### src/rtl/simon_decrypt.sv
// simon_decrypt: iterative SIMON decryption, one round per clock, with a single-entry round-key cache
`ifndef N
`define N 16
`endif
`ifndef M
`define M 4
`endif
module simon_decrypt #(
  parameter int n = `N,
  parameter int m = `M
) (
  input  logic           clk,
  input  logic           rst,
  input  logic           en,
  input  logic [2*n-1:0] ciphertext,
  input  logic [n*m-1:0] key,
  output logic [2*n-1:0] plaintext,
  output logic           done,
  output logic           busy
);
  localparam int T = n == 16 ? 32 : n == 24 ? 36 : m == 3 ? 42 : 44;
  localparam logic [61:0] Z0 = 62'b11111010001001010110000111001101111101000100101011000011100110;
  localparam logic [61:0] Z1 = 62'b10001110111110010011000010110101000111011111001001100001011010;
  localparam logic [61:0] Z2 = 62'b10101111011100000011010010011000101000010001111110010110110011;
  localparam logic [61:0] Z3 = 62'b11011011101011000110010111100000010010001010011100110100001111;
  localparam logic [61:0] Z = (n == 16 || (n == 24 && m == 3)) ? Z0 : n == 24 ? Z1 : m == 3 ? Z2 : Z3;
  localparam logic [n-1:0] C3 = n'(3);
  if (!((n == 16 && m == 4) || ((n == 24 || n == 32) && (m == 3 || m == 4)))) begin : g_bad
    $error("simon_decrypt: unsupported (n,m) pair");
  end
  typedef enum logic [1:0] {IDLE, KEXP, DEC, DONE} state_t;
  state_t state, state_nx;
  logic [5:0] cnt;
  logic [n-1:0] x, y, ktmp, knew, btmp, kprev, ynew;
  logic [m-1:0][n-1:0] w, cw;
  logic [n*m-1:0] kr, ck;
  logic cv, accept, hit, kexp_last, dec_last;
  function automatic logic [n-1:0] rol(input logic [n-1:0] a, input int s);
    return (a << s) | (a >> (n - s));
  endfunction
  // z-sequence bit i, counted from the first symbol; out-of-range steps are don't-care
  function automatic logic [n-1:0] zw(input int i);
    return {{(n-1){1'b0}}, (i >= 0 && i < 62) ? Z[61-i] : 1'b0};
  endfunction
  assign accept    = en && (state == IDLE || state == DONE);
  assign hit       = cv && key == ck;
  assign kexp_last = state == KEXP && cnt == 6'(T - m - 1);
  assign dec_last  = state == DEC && cnt == 6'(T - 1);
  // forward key step, backward key step and the inverse round
  always_comb begin
    ktmp  = rol(w[m-1], n - 3) ^ (m == 4 ? w[1] : '0);
    ktmp  = ktmp ^ rol(ktmp, n - 1);
    knew  = ~w[0] ^ ktmp ^ zw(int'(cnt)) ^ C3;
    btmp  = rol(w[m-2], n - 3) ^ (m == 4 ? w[0] : '0);
    btmp  = btmp ^ rol(btmp, n - 1);
    kprev = w[m-1] ^ ~C3 ^ zw(T - 1 - m - int'(cnt)) ^ btmp;
    ynew  = x ^ ((rol(y, 1) & rol(y, 8)) ^ rol(y, 2)) ^ w[m-1];
  end
  // next-state selection
  always_comb begin
    state_nx = accept ? (hit ? DEC : KEXP) : kexp_last ? DEC : dec_last ? DONE : state;
  end
  // state register
  always_ff @(posedge clk or negedge rst) begin
    if (!rst) state <= IDLE;
    else state <= state_nx;
  end
  // datapath, key window, cache and result registers
  always_ff @(posedge clk or negedge rst) begin
    if (!rst) begin
      plaintext <= '0;
      done      <= 1'b0;
      busy      <= 1'b0;
      cv        <= 1'b0;
      cnt       <= '0;
      x         <= '0;
      y         <= '0;
      w         <= '0;
      cw        <= '0;
      kr        <= '0;
      ck        <= '0;
    end else if (accept) begin
      {x, y} <= ciphertext;
      kr     <= key;
      done   <= 1'b0;
      busy   <= 1'b1;
      cnt    <= '0;
      w      <= hit ? cw : key;
    end else if (state == KEXP) begin
      w   <= {knew, w[m-1:1]};
      cnt <= kexp_last ? '0 : cnt + 6'd1;
      if (kexp_last) begin
        cw <= {knew, w[m-1:1]};
        ck <= kr;
        cv <= 1'b1;
      end
    end else if (state == DEC) begin
      {x, y} <= {y, ynew};
      w      <= {w[m-2:0], kprev};
      cnt    <= cnt + 6'd1;
      if (dec_last) begin
        plaintext <= {y, ynew};
        done      <= 1'b1;
        busy      <= 1'b0;
      end
    end
  end
endmodule
### config.mk
export PLATFORM = sky130hd
export DESIGN_NAME = simon_decrypt
export DESIGN_NICKNAME = d
export VERILOG_FILES = /design/src/rtl/simon_decrypt.sv
export SDC_FILE = /design/constraint.sdc
export NUM_CORES = 1
export LEC_CHECK = 0
export ABC_AREA = 1
export CORE_MARGIN = 5
export CORE_UTILIZATION = 30
export DETAILED_ROUTE_END_ITERATION = 10
export PLACE_DENSITY = 0.54
export SYNTH_ARGS = -nofsm -noshare
export SYNTH_HDL_FRONTEND = slang
export SYNTH_SLANG_ARGS = --single-unit
### constraint.sdc
create_clock -name clk -period 4.2 [get_ports clk]
set_input_delay 0.84 -clock clk [delete_from_list [all_inputs] [get_ports clk]]
set_output_delay 0.84 -clock clk [all_outputs]
set_load 0.03 [all_outputs]
## Word level (Yosys, flattened, before mapping)

Memories as Yosys holds them, arrays and structs flattened.
Cells that the tools add are included.

- Add/sub/neg operators: 4
- Order comparisons: 5
- Equal/unequal tests: 7
- Multiplexer cells: 32
- Bitwise operators: 24
- Reduce and logical (&&, ||, !) cells: 15

Operator list:

| kind | number |
|---|---|
| 64-bit two-way mux | 4 |
| 16-bit XOR | 9 |
| 16-bit two-way mux | 6 |
| 64-bit equality test | 1 |
| 16-bit by 13-bit bitwise OR with 16-bit output | 2 |
| 16-bit by 15-bit bitwise OR with 16-bit output | 2 |
| 16-bit by 1-bit XOR with 16-bit output | 2 |
| 6-bit two-way mux | 4 |
| 16-bit bitwise AND | 1 |
| 16-bit NOT | 1 |
| 16-bit by 1-bit bitwise OR with 16-bit output | 1 |
| 16-bit by 2-bit bitwise OR with 16-bit output | 1 |
| 16-bit by 8-bit bitwise OR with 16-bit output | 1 |
| 1-bit two-way mux | 14 |
| 14-bit NOT | 1 |
| 6-bit by 5-bit equality test with 1-bit output (second input constant) | 2 |
| 7-bit by 8-bit less-than comparator with 1-bit output (second input constant) | 1 |
| 8-bit less-than comparator (second input constant) | 1 |
| 2-bit two-way mux | 4 |
| 7-bit by 7-bit subtractor with 8-bit output (first input constant) | 1 |
| 7-bit by 1-bit >= comparator with 1-bit output (second input constant) | 1 |
| 7-bit less-than comparator (second input constant) | 1 |
| 5-bit by 6-bit subtractor with 7-bit output (first input constant) | 1 |
| 6-bit by 6-bit subtractor with 7-bit output (first input constant) | 1 |
| 15 further kinds | 24 |

- Flip-flop bits (word level): 331
- Bits in read-only memories: 128
- Output and inout port bits: 34
- Word-level logic and storage cells: 107
- Memories: 2

Memory list:

| name | depth | bits a word | read ports | clocked after memory_dff | wr ports | RTL line | source |
|---|---|---|---|---|---|---|---|
| (no name shown) | 64 | 1 | 1 | 0 | 0 | 43 | `return {{(n-1){1'b0}}, (i >= 0 && i < 62) ? Z[61-i] : 1'b0};` |
| (no name shown) | 64 | 1 | 1 | 0 | 0 | 43 |  |

## Logic depth before layout (Yosys ltp)

Gate-level depths: netlist of the first run.

- Depth in word-level cells: 11
- Depth in mapped cells: 17
- Gate-level depth less buffers: 17

## Worst setup path after synthesis of the first run

Ideal clock, no wire load.

- Path kind: input port to flip-flop
- Start: in key[53]
- End: reg w[14] (netlist bit)
- Library setup time: 0.117 ns
- Arrival: 1.977 ns
- Data required time: 4.083 ns
- Slack: 2.106 ns
- Stages: 15
- Path buffers: 2
- Path through: inv_1 nand2_1 nand2_1 nor2_1 nand2_1 nor2_1 nand2_1 nor2_1 buf_2 buf_4 nand4_1 nand3_1 nand2_1 nand2_1 nand2_1

- Cells in the longest elaborated chain, start to end: 4

RTL lines:

| item | RTL line | source |
|---|---|---|
| from (decl) | 16 | `input logic [n*m-1:0] key,` |
| 64-bit equality test | 46 | `assign hit = cv && key == ck;` |
| 1-bit logical AND | 46 |  |
| 64-bit two-way mux | 88 | `w <= hit ? cw : key;` |
| 64-bit two-way mux | 82 | `end else if (accept) begin` |
| to (signal assigned) | 88 |  |
| to (signal assigned) | 90 | `w <= {knew, w[m-1:1]};` |
| to (signal assigned) | 99 | `w <= {w[m-2:0], kprev};` |
| to (decl) | 35 | `logic [m-1:0][n-1:0] w, cw;` |

Every way passes these cells.
A chain may end at the register's enable or synchronous reset.

## Worst setup path in the final report of the first run

- Start: reg state[0]
- End: reg plaintext[24]

- Cells in the longest elaborated chain, start to end: 5
- Elaborated cells on any way between the ends: 10
- Those cells by class: 3 x eq/ne; 2 x bitwise; 5 x reduce/logical

RTL lines:

| item | RTL line | source |
|---|---|---|
| from (decl) | 32 | `state_t state, state_nx;` |
| from (signal assigned) | 66 | `else state <= state_nx;` |
| 2-bit equality test / 2-bit zero test (equally long branches) | 45 | `assign accept = en && (state == IDLE \|\| state == DONE);` |
| 1-bit logical OR | 45 |  |
| 1-bit logical AND | 45 |  |
| 1-bit NOT (no line) | n/a |  |
| 4-bit AND reduction (no line) * | n/a |  |
| to (signal assigned) | 102 | `plaintext <= {y, ynew};` |
| to (decl) | 17 | `output logic [2*n-1:0] plaintext,` |

Every way passes the cells marked *; elsewhere a longest branch is shown, timed or not.

==> results.md, run 1 <==
* Netlist cell types at 29
* Grt total ovfl at 0
* Reg clk slew, reported paths at 0.06 ns
* Worst-skew pair later-pin latency at 0.56 ns
* Via-to-Cell Ratio at 4.843
* CTS H-tree lvls at 2
* Most frequent cells in the layout: 695 x nand2_1, 331 x dfrtp_1, 282 x inv_1, 205 x o21ai_0, 152 x nor2_1
* Initial Util at 0.3015
* Synthesized Nets at 2489
* Hold Vio Cnt, Final at 0
* IO Port Bufs at 132
* CP Class: reg -> reg
* GP Congestion at 0.8774
* Nets at 2566
* Post-CTS Resized at 0
* # fillers at 6250
* Tmin final at 2.845 ns
* Initial antenna violation count at 1
* Final Skew at 0.02130 ns
* Core Util, Final at 0.3580
* Fin area at 0.02149 mm²
* Worst Setup End Kind: flop
* Largest fanout on the critical path at 44
* Worst path arrival time at 3.28 ns
* Initial DRC Count at 1325
* Hold Path Class: in -> async
* Headroom to the max-slew limit at 0.3730
* Lkg Pwr at 10.43 nW
* Vias at 15.80k
* Remaining antenna violation count at 0
* DP Wirelength at 39750 µm
* CP Launch Type: flop
* Post CTS Setup Buffer Count at 0
* Cells after DPL at 3192
* Drt pass-1 iters at 5
* DRC Markers at 0
* Die area at 0.06532 mm²
* RSZ-0062 raised after global routing: false
* Setup WS pre-CTS at 0.8466 ns
* Cell Area, Synth at 0.01809 mm²
* Clock Path Buffers at 3
* Slew @ Worst Pin at 0.9405 ns
* Data required, critical path at 4.64 ns
* Pwr per Cell Area at 767.2 mW/mm²
* Fin. max-slew vios at 0
* Crit-path max cell delay at 0.64 ns
* Largest net degree at the start of global routing at 145
* GRT Total Usage at 0.1723
* Main synth FF type: dfrtp_1
* Finished Layout Cells at 3263
* Root buf cell: clkbuf_16
* Crit-path slowest cell: nand2_2
* # IOs at 133
* Asr flop ratio synth at 1.000
* Synthesis-to-finish area growth at 18.76%
* Commonest non-fill, non-tap cell in the layout: nand2_1
* Clk sinks at 331
* Maximum clock frequency at 0.3515 GHz
* Max IR drop VDD at 0.4647 mV
* Die Y at 255.6 µm
* Global-route wire length before repair at 91090 µm
* Drt total wl at 57660 µm
* PnR worst setup slack at 1.355 ns
* DP Area at 0.02018 mm²
* Total of max-cap violations at 0
* CP Cell Sequence: inv_1, ha_1, inv_1, nor4_2, nand2_2, buf_4, nand2_1, o21ai_0
* Post-synth EDFFs at 0
* Core footprint at 0.06002 mm²
* Ant diodes at 0
* TritonCTS Buffers at 40
* Sum of negative setup slack at 0 ns
* CTS Hold Bufs at 0
* CTS tree: yes
* Die Width at 255.6 µm
* Register area share after synthesis at 0.4578
* Synth Warn # at 0
* Row Count at 90
* Status: finished, final reports clean
* Mapped Cells at 2375
* Fin crit share at 0.6774
* Vias in the first global route at 15.60k
* Drt wl/cell at 17.67 µm
* Setup violators final at 0
* Flop and latch count out of synthesis at 331
* Crit-path most repeated cell: inv_1
* Syn avg cell area at 7.618 µm²
* Layout cell share with drive strength beyond 1 at 0.05844
## synth_stat cells (2+ instances only)
library cell	count	area [µm²]
a21oi_1	150	750.7
a31oi_1	14	87.58
buf_1	15	56.30
buf_2	39	195.2
buf_4	10	75.07
buf_6	5	56.30
clkbuf_1	59	221.5
dfrtp_1	331	8283
ha_1	15	187.7
inv_1	282	1059
inv_2	12	45.04
mux2_2	29	326.6
nand2_1	697	2616
nand3_1	87	435.4
nand4_1	75	469.2
nor2_1	155	581.8
nor2_2	2	12.51
nor3_1	2	10.01
o211ai_1	15	112.6
o21ai_0	205	1026
o21ai_1	3	15.01
o22ai_1	16	100.1
xnor2_1	54	473.0
xor2_1	98	858.3
## worst max-delay path: cells and delay by family, from the launching register on
kind,cells,cell delay [ns]
flops,1,0.40
compound gates,1,0.07
simple gates,3,1.17
buf+inv,3,0.69
fa+ha+maj,1,0.34
## report_power, final
part | switching (mW) | internal, mW | leakage, nW
Sequential | 0.964 | 4.10 | 3.89
Clock | 1.44 | 2.05 | 0.636
Combinational | 5.16 | 2.77 | 5.91
## layout make-up
| class | count | area (µm²) | share of cell area |
|---|---|---|---|
| clock buffer | 58 | 1161 | 0.05404 |
| clock inverter | 13 | 145.1 | 0.006754 |
| inverter | 295 | 1110 | 0.05165 |
| multi-input combinational | 1621 | 8152 | 0.3794 |
| sequential | 331 | 8283 | 0.3855 |
| tap | 782 | 978.4 | 0.04553 |
| timing repair buffer | 163 | 1659 | 0.07721 |
## logic make-up after synthesis
| group | Yosys count | synth area share |
|---|---|---|
| and+or+nand+nor | 1020 | 0.2290 |
| DFF | 331 | 0.4578 |
| adders and majority gates | 15 | 0.01037 |
| AOI/OAI and AO/OA | 405 | 0.1166 |
| xor gates and xnor gates | 152 | 0.07358 |
| buffers and inverters | 423 | 0.09460 |
| muxes | 29 | 0.01805 |
## metrics by stage
stage / total power, mW / hold WS [ns]
floorplan: 10.53 / 0.4219
global placement: 12.90 / 0.4392
detailed placement: 13.03 / 0.4477
CTS: 16.61 / 0.3606
global route: 17.77 / 0.3914
finish: 16.49 / 0.3230
## worst paths after layout
check	startpoint	endpoint	cells after the start	slack, ns
setup / recovery	state[0]$_DFFE_PN0P_	plaintext[24]$_DFFE_PN0P_	8	1.35
hold / removal	rst	kr[6]$_DFFE_PN0P_	1	0.32
setup reg to reg	state[0]$_DFFE_PN0P_	plaintext[24]$_DFFE_PN0P_	8	1.35
hold reg to reg	cv$_DFFE_PN0P_	cv$_DFFE_PN0P_	2	0.45
max in group asynchronous	rst	kr[38]$_DFFE_PN0P_	2	2.84
min in group clk	cv$_DFFE_PN0P_	cv$_DFFE_PN0P_	2	0.45
## state kept, by name, summed over array words and instances (netlist names)
| register | flops |
|---|---|
| busy | 1 |
| x | 16 |
| y | 16 |
| kr | 64 |
| cw | 64 |
| cv | 1 |
| cnt | 6 |
| plaintext | 32 |
| state | 2 |
| done | 1 |
| ck | 64 |
| w | 64 |
## per-layer routing
metal,track usage,part of all wire,up-vias,wire [µm]
li1,-,-,7673,-
met1,0.2401,0.46,7618,26260
met2,0.2788,0.46,434,26440
met3,0.03147,0.063,79,3658
met4,0.04423,0.023,0,1307
met5,0,0,-,0
Power figures use the tool's default switching activity.
==> run 2: changes to the inputs <==
clock period = 2.8 ns   (was 4.2 ns; I/O delays follow)
==> results.md, run 2 (synthesis gave the netlist of run 1 again) <==
* Maximum clock frequency at 0.4284 GHz (was 0.3515 GHz)
* Largest net degree at the start of global routing at 130 (was 145)
* Hold Path Class: reg -> reg (was in -> async)
* Initial DRC Count at 1329 (was 1325)
* Drt pass-1 iters at 5 (unchanged)
* Crit-path most repeated cell: nand2_1 (was inv_1)
* Switching power at 11.45 mW (was 7.559 mW)
* Sw frac at 0.4569 (was 0.4585)
* Pwr per Cell Area at 1136 mW/mm² (was 767.2 mW/mm²)
* Global-route wire length before repair at 91070 µm (was 91090 µm)
* Die area at 0.06532 mm² (unchanged)
* Worst path arrival time at 2.78 ns (was 3.28 ns)
* Core footprint at 0.06002 mm² (unchanged)
* # IOs at 133 (unchanged)
* CTS tree: yes (unchanged)
* Seq pwr share at 0.303 (was 0.307)
* Remaining antenna violation count at 0 (unchanged)
* TritonCTS Buffers at 39 (was 40)
* Clk sinks at 331 (unchanged)
* Setup violators final at 0 (unchanged)
* GP Congestion at 0.9163 (was 0.8774)
* # fillers at 6160 (was 6250)
* DRC Markers at 0 (unchanged)
* RSZ-0062 raised after global routing: false (unchanged)
* Slew @ Worst Pin at 0.9249 ns (was 0.9405 ns)
* Status: finished, final reports clean (unchanged)
* Crit-path slowest cell: dfrtp_1 (was nand2_2)
* Via-to-Cell Ratio at 4.812 (was 4.843)
* Reg clk slew, reported paths at 0.06 ns (about the same)
* CP Class: reg -> reg (unchanged)
* Most frequent cells in the layout: 695 x nand2_1, 331 x dfrtp_1, 282 x inv_1, 205 x o21ai_0, 152 x nor2_1 (unchanged)
* Clock Path Buffers at 3 (unchanged)
* Root buf cell: clkbuf_16 (unchanged)
* Tmin final at 2.334 ns (was 2.845 ns)
* DP Wirelength at 41170 µm (was 39750 µm)
* Grt total ovfl at 0 (unchanged)
* Initial Util at 0.3015 (unchanged)
* Hold Vio Cnt, Final at 0 (unchanged)
* Die Width at 255.6 µm (unchanged)
* Hold Crit Start: cv$_DFFE_PN0P_
* Critical path launch point: cnt[2]$_DFFE_PN0P_ (was state[0]$_DFFE_PN0P_)
* CTS H-tree lvls at 2 (unchanged)
* Comb pwr share at 0.490 (was 0.481)
* Headroom to the max-slew limit at 0.3828 (was 0.3730)
* Fin. max-slew vios at 0 (unchanged)
* Largest fanout on the critical path at 8 (was 44)
* IO Port Bufs at 132 (unchanged)
* Drt wl/cell at 17.45 µm (was 17.67 µm)
* R2r startpoint: cnt[2]$_DFFE_PN0P_ (was state[0]$_DFFE_PN0P_)
* Nets at 2629 (was 2566)
* Data required, critical path at 3.25 ns (was 4.64 ns)
* Core Util, Final at 0.3675 (was 0.3580)
* Vias at 16.00k (was 15.80k)
* Fin crit share at 0.8336 (was 0.6774)
* Drt total wl at 58010 µm (was 57660 µm)
* Finished Layout Cells at 3325 (was 3263)
* Vias in the first global route at 15.63k (was 15.60k)
* P_int at 13.61 mW (was 8.927 mW)
* Layout cell share with drive strength beyond 1 at 0.08065 (was 0.05844)
* Worst-skew pair later-pin latency at 0.57 ns (was 0.56 ns)
* Row Count at 90 (unchanged)
* Lkg Pwr at 10.78 nW (was 10.43 nW)
* Max IR drop VDD at 0.7772 mV (was 0.4647 mV)
* Commonest non-fill, non-tap cell in the layout: nand2_1 (unchanged)
* CP Launch Type: flop (unchanged)
* GRT Total Usage at 0.1734 (was 0.1723)
* Crit-path max cell delay at 0.49 ns (was 0.64 ns)
* CP Cell Sequence: ha_1, clkinv_1, nand2_1, nand2_1, nand2_1, nand2_1, nand2_1, nand2_1, nand2_1, nand3_1, nand2_1, nand3_1, nand2_1, nand2_1, nand2_1, nand2_1 (was inv_1, ha_1, inv_1, nor4_2, nand2_2, buf_4, nand2_1, o21ai_0)
* Synthesis-to-finish area growth at 21.91% (was 18.76%)
* Final Skew at 0.03191 ns (was 0.02130 ns)
* Total of max-cap violations at 0 (unchanged)
* Worst Setup End Kind: flop (unchanged)
* Die Y at 255.6 µm (unchanged)
* Cells after DPL at 3255 (was 3192)
* Initial antenna violation count at 1 (unchanged)
* Clock share of power at 0.207 (was 0.212)
[run 2: changes by cell type in the layout (fill, tap and decap cells not counted)]
cell / change
clkinvlp_4: -2
dlygate4sd3_1: +1
buf_12: +9
clkbuf_16: -2
bufinv_16: +1
buf_4: +54
inv_6: +1
inv_8: -1
clkbuf_8: +2
diode_2: +1
clkinv_4: -2
[run 2: through the flow]
step	setup TNS [ns]	total power, mW	hold WS, ns	cell area, µm²	worst slack (ns)
global route	0	26.93	0.5033	22060	0.2274
detailed placement	-2.720	19.88	0.4600	20770	-0.1033
finish	0	25.06	0.4692	22060	0.4659
CTS	0	25.19	0.4739	22060	0.4641
floorplan	0	15.79	0.2644	18090	0.8324
global placement	-1.115	19.67	0.4371	20770	-0.07465
[run 2: worst max-delay path, delay by kind of cell, from the launching register on]
family / cells / cell delay [ns]
simple gates: 14 / 1.14
buf+inv: 1 / 0.20
flops: 1 / 0.49
fa+ha+maj: 1 / 0.36
[run 2: area by class of cell]
type                       instances  area, µm²  area share
multi-input combinational       1621       8152      0.3695
clock buffer                      58       1139     0.05162
inverter                         295       1110     0.05031
tap                              782      978.4     0.04436
antenna                            1      2.502   0.0001134
clock inverter                    10      140.1    0.006353
sequential                       331       8283      0.3755
timing repair buffer             227       2255      0.1022
[run 2: worst paths after layout]
path                                     end  cells past startpoint  slack (ns)
setup / recovery            w[0]$_DFFE_PN0P_                     16        0.47
hold / removal                cv$_DFFE_PN0P_                      2        0.47
setup reg to reg            w[0]$_DFFE_PN0P_                     16        0.47
hold reg to reg               cv$_DFFE_PN0P_                      2        0.47
max in group asynchronous  w[39]$_DFFE_PN0P_                      3        1.31
min in group asynchronous  kr[8]$_DFFE_PN0P_                      2        0.57
[run 2: what timing repair did]
action,in CTS,in global routing
resized for setup,0,0
hold buffers,1,0
setup buffers,0,0
endpoints found under the hold margin,1,0
[run 2: power groups by stage]
stage | clock (mW) | sequential [mW] | combinational, mW
detailed placement | 0 | 7.63 | 12.2
floorplan | 0 | 7.06 | 8.73
global route | 5.51 | 7.71 | 13.7
CTS | 5.32 | 7.56 | 12.3
finish | 5.18 | 7.58 | 12.3
global placement | 0 | 7.58 | 12.1
[run 2: per-layer routing]
layer,vias up,wire [µm],track usage
met5,-,11,0
met3,112,3548,0.03324
met4,2,1939,0.05772
li1,7802,-,-
met1,7617,26320,0.2426
met2,468,26190,0.2717
